File: src/rtl/sprite_index_fetch.sv
// Sprite bounding-box test, ROM address generation and frame-rate animation counter.
// Optional horizontal mirroring is compiled in with `define SPRITE_HFLIP_EN.
module sprite_index_fetch #(
    parameter int         SPR_W      = 64,
    parameter int         SPR_H      = 64,
    parameter int         NUM_FRAMES = 4,
    parameter int         FRAME_DIV  = 6,
    parameter int         ROM_LAT    = 1,
    parameter int         ADDR_W     = 16,
    parameter logic [3:0] TRANSP_IDX = 4'd0,
    localparam int        FN_W       = (NUM_FRAMES > 1) ? $clog2(NUM_FRAMES) : 1
) (
    input  logic              Clk,
    input  logic              Reset,
    input  logic              frame_start,
    input  logic              anim_en,
    input  logic              pix_valid,
`ifdef SPRITE_HFLIP_EN
    input  logic              facing_left,
`endif
    input  logic [9:0]        DrawX,
    input  logic [9:0]        DrawY,
    input  logic [9:0]        SpriteX,
    input  logic [9:0]        SpriteY,
    output logic [ADDR_W-1:0] rom_addr,
    input  logic [3:0]        rom_data,
    output logic [3:0]        index,
    output logic              in_sprite,
    output logic              transparent,
    output logic [FN_W-1:0]   frame_num
);

    localparam int          L        = 1 + ROM_LAT;
    localparam int          COL_W    = (SPR_W > 1) ? $clog2(SPR_W) : 1;
    localparam int          DIV_W    = (FRAME_DIV > 1) ? $clog2(FRAME_DIV) : 1;
    localparam int          FRAME_SZ = SPR_W * SPR_H;
    localparam logic [10:0] SPR_W_L  = 11'(SPR_W);
    localparam logic [10:0] SPR_H_L  = 11'(SPR_H);

    typedef enum logic {
        IDLE,
        RUN
    } anim_state_t;

    anim_state_t       state, state_n;
    logic [DIV_W-1:0]  div_cnt, div_n;
    logic [FN_W-1:0]   frame_n;

    logic [10:0]       rel_x, rel_y;
    logic              hit;
    logic [COL_W-1:0]  col;
    logic [ADDR_W-1:0] addr_calc;
    logic [L-1:0]      hit_pipe;

    // ---------------- animation FSM ----------------
    always_ff @(posedge Clk) begin
        if (Reset) begin
            state     <= IDLE;
            div_cnt   <= '0;
            frame_num <= '0;
        end else begin
            state     <= state_n;
            div_cnt   <= div_n;
            frame_num <= frame_n;
        end
    end

    always_comb begin
        state_n = state;
        div_n   = div_cnt;
        frame_n = frame_num;
        case (state)
            IDLE:    if (anim_en)  state_n = RUN;
            RUN:     if (!anim_en) state_n = IDLE;
            default: state_n = IDLE;
        endcase
        // Counting keys off the next state, so a pulse coinciding with IDLE->RUN
        // counts and a pulse after anim_en drops clears the counters.
        if (frame_start) begin
            if (state_n == RUN) begin
                if (div_cnt == DIV_W'(FRAME_DIV - 1)) begin
                    div_n   = '0;
                    frame_n = (frame_num == FN_W'(NUM_FRAMES - 1)) ? '0 : frame_num + 1'b1;
                end else begin
                    div_n = div_cnt + 1'b1;
                end
            end else begin
                div_n   = '0;
                frame_n = '0;
            end
        end
    end

    // ---------------- hit test and address ----------------
    always_comb begin
        rel_x = {1'b0, DrawX} - {1'b0, SpriteX};
        rel_y = {1'b0, DrawY} - {1'b0, SpriteY};
        hit   = pix_valid
              && !rel_x[10] && (rel_x < SPR_W_L)
              && !rel_y[10] && (rel_y < SPR_H_L);
    end

`ifdef SPRITE_HFLIP_EN
    logic face_q;

    always_ff @(posedge Clk) begin
        if (Reset) begin
            face_q <= 1'b0;
        end else if (frame_start) begin
            face_q <= facing_left;
        end
    end

    // SPR_W is a power of two, so SPR_W-1-x is the bitwise inverse of x.
    assign col = face_q ? ~rel_x[COL_W-1:0] : rel_x[COL_W-1:0];
`else
    assign col = rel_x[COL_W-1:0];
`endif

    assign addr_calc = ADDR_W'(frame_num) * ADDR_W'(FRAME_SZ)
                     + ADDR_W'(rel_y) * ADDR_W'(SPR_W)
                     + ADDR_W'(col);

    // ---------------- pipeline ----------------
    always_ff @(posedge Clk) begin
        if (Reset) begin
            rom_addr <= '0;
            hit_pipe <= '0;
        end else begin
            rom_addr <= hit ? addr_calc : '0;
            hit_pipe <= {hit_pipe[L-2:0], hit};
        end
    end

    always_comb begin
        in_sprite   = hit_pipe[L-1];
        index       = in_sprite ? rom_data : TRANSP_IDX;
        transparent = !in_sprite || (index == TRANSP_IDX);
    end

endmodule

File: config.mk
export PLATFORM = sky130hd
export DESIGN_NAME = sprite_index_fetch
export DESIGN_NICKNAME = d
export VERILOG_FILES = /design/src/rtl/sprite_index_fetch.sv
export SDC_FILE = /design/constraint.sdc
export NUM_CORES = 1
export LEC_CHECK = 0
export CAP_MARGIN = 20
export CORE_MARGIN = 8
export CORE_UTILIZATION = 45
export CTS_CLUSTER_DIAMETER = 80
export CTS_CLUSTER_SIZE = 10
export DETAILED_ROUTE_END_ITERATION = 10
export PLACE_DENSITY = 0.81
export SLEW_MARGIN = 5
export SYNTH_ARGS = -nofsm -noshare
export SYNTH_HDL_FRONTEND = slang
export SYNTH_SLANG_ARGS = --single-unit
File: constraint.sdc
create_clock -name Clk -period 8.2 [get_ports Clk]
set_clock_uncertainty 0.1 [all_clocks]
set_input_delay 2.46 -clock Clk [delete_from_list [all_inputs] [get_ports Clk]]
set_output_delay 2.46 -clock Clk [all_outputs]
set_load 0.005 [all_outputs]
-- Yosys cells after proc, flatten, opt, wreduce, memory -nomap -nowiden
Index checks and enable logic that the tools add are counted.
- register bits: 23
- output and inout bits: 24
- input bits: 49
- magnitude comparators: 2
- mux-type cells: 7
- add/subtract/negate cells: 6
- reductions and logical operators: 11
- bitwise operators: 1
- equality and inequality tests: 3
- operator list (kind ; count):
    < comparator 11 x 7 -> 1 bit, second input constant ; 2
    subtractor 10 x 10 -> 11 bit ; 2
    adder 14 x 16 -> 16 bit ; 1
    adder 16 x 6 -> 16 bit ; 1
    2-to-1 mux 2 bit ; 3
    2-to-1 mux 3 bit ; 2
    logical AND 1 bit ; 4
    logical NOT 4 bit ; 1
    2-to-1 mux 4 bit ; 1
    adder 3 x 1 -> 3 bit, second input constant ; 1
    == test 3 bit, second input constant ; 1
    logical NOT 1 bit ; 3
    adder 2 x 1 -> 2 bit, second input constant ; 1
    == test 2 bit, second input constant ; 1
    inequality test 2 x 1 -> 1 bit, second input constant ; 1
    AND reduction 2 bit ; 1
    OR reduction 2 bit ; 1
    logical OR 1 bit ; 1
    2-to-1 mux 1 bit ; 1
    NOT 1 bit ; 1

-- Longest topological paths before layout
- depth after elaboration: 8
- depth in mapped cells: 11
- mapped depth without buffers: 11

-- Worst setup path before layout
OpenSTA, ideal clock, no wires.
- path type: input port to output port
- from: input port rom_data[2]
- to: output port transparent
- stages on the path: 1
- path slack: 2.790 ns
- buffers on the path: 0
- arrival time: 2.850 ns
- data required time: 5.640 ns
- path through: o41ai_1
- word-level cells in the longest chain between the ends: 3
- RTL lines (element ; RTL line ; source):
    start: declaration ; 26 ; input logic [3:0] rom_data,
    2-to-1 mux 4 bit ; 137 ; index = in_sprite ? rom_data : TRANSP_IDX;
    logical NOT 4 bit ; 138 ; transparent = !in_sprite || (index == TRANSP_IDX);
    logical OR 1 bit ; 138 ;
    end: declaration ; 29 ; output logic transparent,
No other way between the ends.

-- Final worst setup path
- from: input port rom_data[3]
- to: output port transparent
Same word-level chain as after synthesis.

==> summary.md <==
| Metric | Value |
|---|---|
| Kind of critical path | in2out |
| Layout Utilization | about 65% |
| Combinational Power Share | 40.7% |
| CP peak stage delay | approximately 0.56 ns |
| Placed cell areas | 2740 sq um |
| H-tree depth | 1 |
| Power Total | slightly above 0.3 mW |
| Final WL | between 4000 and 5000 um |
| Largest net degree at the start of global routing | 17 |
| CTS Sinks | 23 |
| CTS resizes | 0 |
| Die Ht | just over 80 um |
| Sequential share of power | between 30% and 40% |
| Number of global-route vias before repair | 1793 |
| Synth-to-Final Area Change | 40.2% |
| DRT antenna net count | 0 |
| Post-synth top area share | between 20% and 30% |
| CTS tree | yes |
| Worst path most repeated cell | clkdlybuf4s50_1 |
| Top cell type by total area after synthesis | dfxtp_1 |
| Crit-path cells | clkdlybuf4s50_1 > o41ai_1 > clkdlybuf4s50_1 |
| Switching Power | about 0.099 mW |
| Slew Viols, Final | 0 |
| Initial DRT Pass Iterations | 4 |
| Antenna violations before repair | 0 |
| Layout cells sized above 1 | ~6.2% |
| Cell internal pwr | 0.206 mW |
| Netlist cell types | between 50 and 60 |
| Warnings, synthesis | 0 |
| Root Driver | clkbuf_8 |
| # DRC | 0 |
| DP HPWL | between 4000 and 5000 um |
| Die area | ~6800 sq um |
| Seq/Total Area, Yosys | a little under a quarter |
| Via count | around 1900 |
| Peak Freq | 158 MHz |
| Clock power frac | around 22% |
| Average wire per standard cell | 13.5 um |
| Starting density of the core | 46.3% |
| CP arrival | ~3.8 ns |
| Post-Syn Nets | just over 300 |
| Final setup vio count | 0 |
| N_diodes | 0 |
| Power Density | between 100 and 150 nW/um^2 |
| Die width | between 80 and 90 um |
| Final Net Count | 381 |
| Post-Syn Instances | around 240 |
| CTS Hold Bufs | 0 |
| Clock tree buffer depth | 2 |
| DRT iter0 DRCs | 49 |
| Synth Flop Type | dfxtp_1 |
| Max transition margin | a little over a third |
| Switching portion of total power | 32.5% |
| I/O Buffers | just over 70 |
| Peak VDD IR | roughly 0.000055 V |
| Hold_ws | around 0.34 ns |
| Worst skew pair latency | 0.26 ns |
| Worst Tran Pin Value | approximately 0.95 ns |
| Synthesized area | just under 2000 sq um |
| Most frequent cells in the layout | clkdlybuf4s50_1 (72), inv_1 (30), dfxtp_1 (23) |
| Num ports | between 70 and 80 |
| Fin crit period | around 6.3 ns |
| Leak Pwr | 1.14 nW |
| Core footprint | between 4000 and 5000 sq um |
| Unrepaired setup endpoints after global routing | no |
| Run status | complete, no violations |
| Hold WC Path Type | reg2reg |
| Post-synth EDFFs | 0 |
| # rows | 24 |
| Cts bufs inserted | 3 |
| GRT Util Overall | 14.1% |
| RePlAce Congestion | about 0.90 |
| Crit end category | primary output |
| Async set-or-reset flop fraction in the synthesized netlist | 0% |
| Setup_tns | 0 ns |
| WP data required | between 5 and 6 ns |
| # fillers | around 380 |
| Critical path's slowest cell | clkdlybuf4s50_1 |
| Final-report hold violation count | 0 |
| GRT Residual Overflow | 0 |
| Avg Cell Area, Syn | approximately 8.4 sq um |
| First-pass GRT wire length | just under 8000 um |
| Post-route cell area | 2790 sq um |
| Most common cell after layout, fill and taps aside | clkdlybuf4s50_1 |
| Final cycle utilization of the critical path | a little under 80% |
| Critical path fanouts, max | 2 |
| CTS clk-pin slew, worst paths | 0.07 ns |
| Post-CTS setup buffers | 0 |
| DR vias/cell | approximately 5.3 |
| Crit start category | input port |
| Synth Register Bits | 23 |
| Synth area leaders | dfxtp_1 (23%), ha_1 (14%), inv_1 (5.7%) |
| Max_cap viols | 0 |
## area by class of cell
| cell class | count | area, sq um | share of cell area (%) |
|---|---|---|---|
| timing repair buffer | 73 | 728 | 26.1 |
| inverter | 30 | 113 | 4.04 |
| sequential | 23 | 460 | 16.5 |
| clock buffer | 4 | 45.0 | 1.62 |
| multi-input combinational | 176 | 1380 | 49.4 |
| tap | 52 | 65.1 | 2.33 |
## final timing paths
kind                      from      endpoint  slack (ns)  cells after the start
setup reg to reg  frame_num[0]  rom_addr[13]        6.68                      4
setup / recovery   rom_data[3]   transparent        1.86                      3
hold / removal     hit_pipe[0]   hit_pipe[1]        0.34                      1
hold reg to reg    hit_pipe[0]   hit_pipe[1]        0.34                      1
## layer usage
metal / up-vias / GRT usage (%) / share of wire (%)
met4: 0 / 4.31 / 1.4
met3: 6 / 2.81 / 7.8
met2: 51 / 24.2 / 47
met1: 844 / 17.3 / 44
li1: 996 / - / -
met5: - / 0 / 0
## registers in the layout (all words and copies together) (netlist names)
| signal | count |
|---|---|
| frame_num | 2 |
| rom_addr | 16 |
| div_cnt | 3 |
| hit_pipe | 2 |
## critical path, delay by kind of cell
family	cells	cell delay [ns]
compound gates	1	0.34
buf+inv	2	0.98
## synthesized netlist by cell type (3+ instances only)
| cell | count |
|---|---|
| and2_1 | 5 |
| o211ai_1 | 3 |
| nor3_1 | 8 |
| nor4_2 | 7 |
| xnor2_1 | 4 |
| dfxtp_1 | 23 |
| a211oi_1 | 3 |
| nand2_1 | 10 |
| nor2b_1 | 4 |
| ha_1 | 22 |
| a21o_1 | 7 |
| nor4_1 | 5 |
| xor2_1 | 3 |
| a21oi_1 | 15 |
| o2111ai_1 | 3 |
| a22oi_1 | 3 |
| nand2b_1 | 7 |
| fa_1 | 3 |
| inv_1 | 30 |
| buf_2 | 4 |
| nor3b_1 | 4 |
| nor2_1 | 16 |
| o21ai_0 | 11 |
## through the flow
| step | cells | setup slack (ns) |
|---|---|---|
| 2_1_floorplan | 236 | 2.79 |
| 6_report | 358 | 1.86 |
| 4_1_cts | 358 | 1.84 |
| 3_3_place_gp | 354 | 1.87 |
| 5_1_grt | 358 | 1.74 |
| 3_5_place_dp | 354 | 1.85 |
## power groups by stage
stage	logic, mW	clock network [mW]	registers (mW)
after CTS	0.124	0.0707	0.113
after floorplan	0.0825	0	0.115
after global placement	0.121	0	0.115
after global routing	0.138	0.0742	0.113
final	0.124	0.0685	0.113
after detailed placement	0.123	0	0.115
## cells by family after synthesis
| kind of cell | count (synthesis) | share of synthesized area, % |
|---|---|---|
| compound gates | 58 | 20.5 |
| simple gates | 82 | 27.0 |
| xor+xnor | 7 | 3.08 |
| fa+ha+maj | 25 | 16.9 |
| flops | 23 | 23.1 |
| mux | 3 | 1.57 |
| other cells | 1 | 0.188 |
| buf+inv | 37 | 7.61 |
Note: power is estimated with default switching activity, not from simulation.
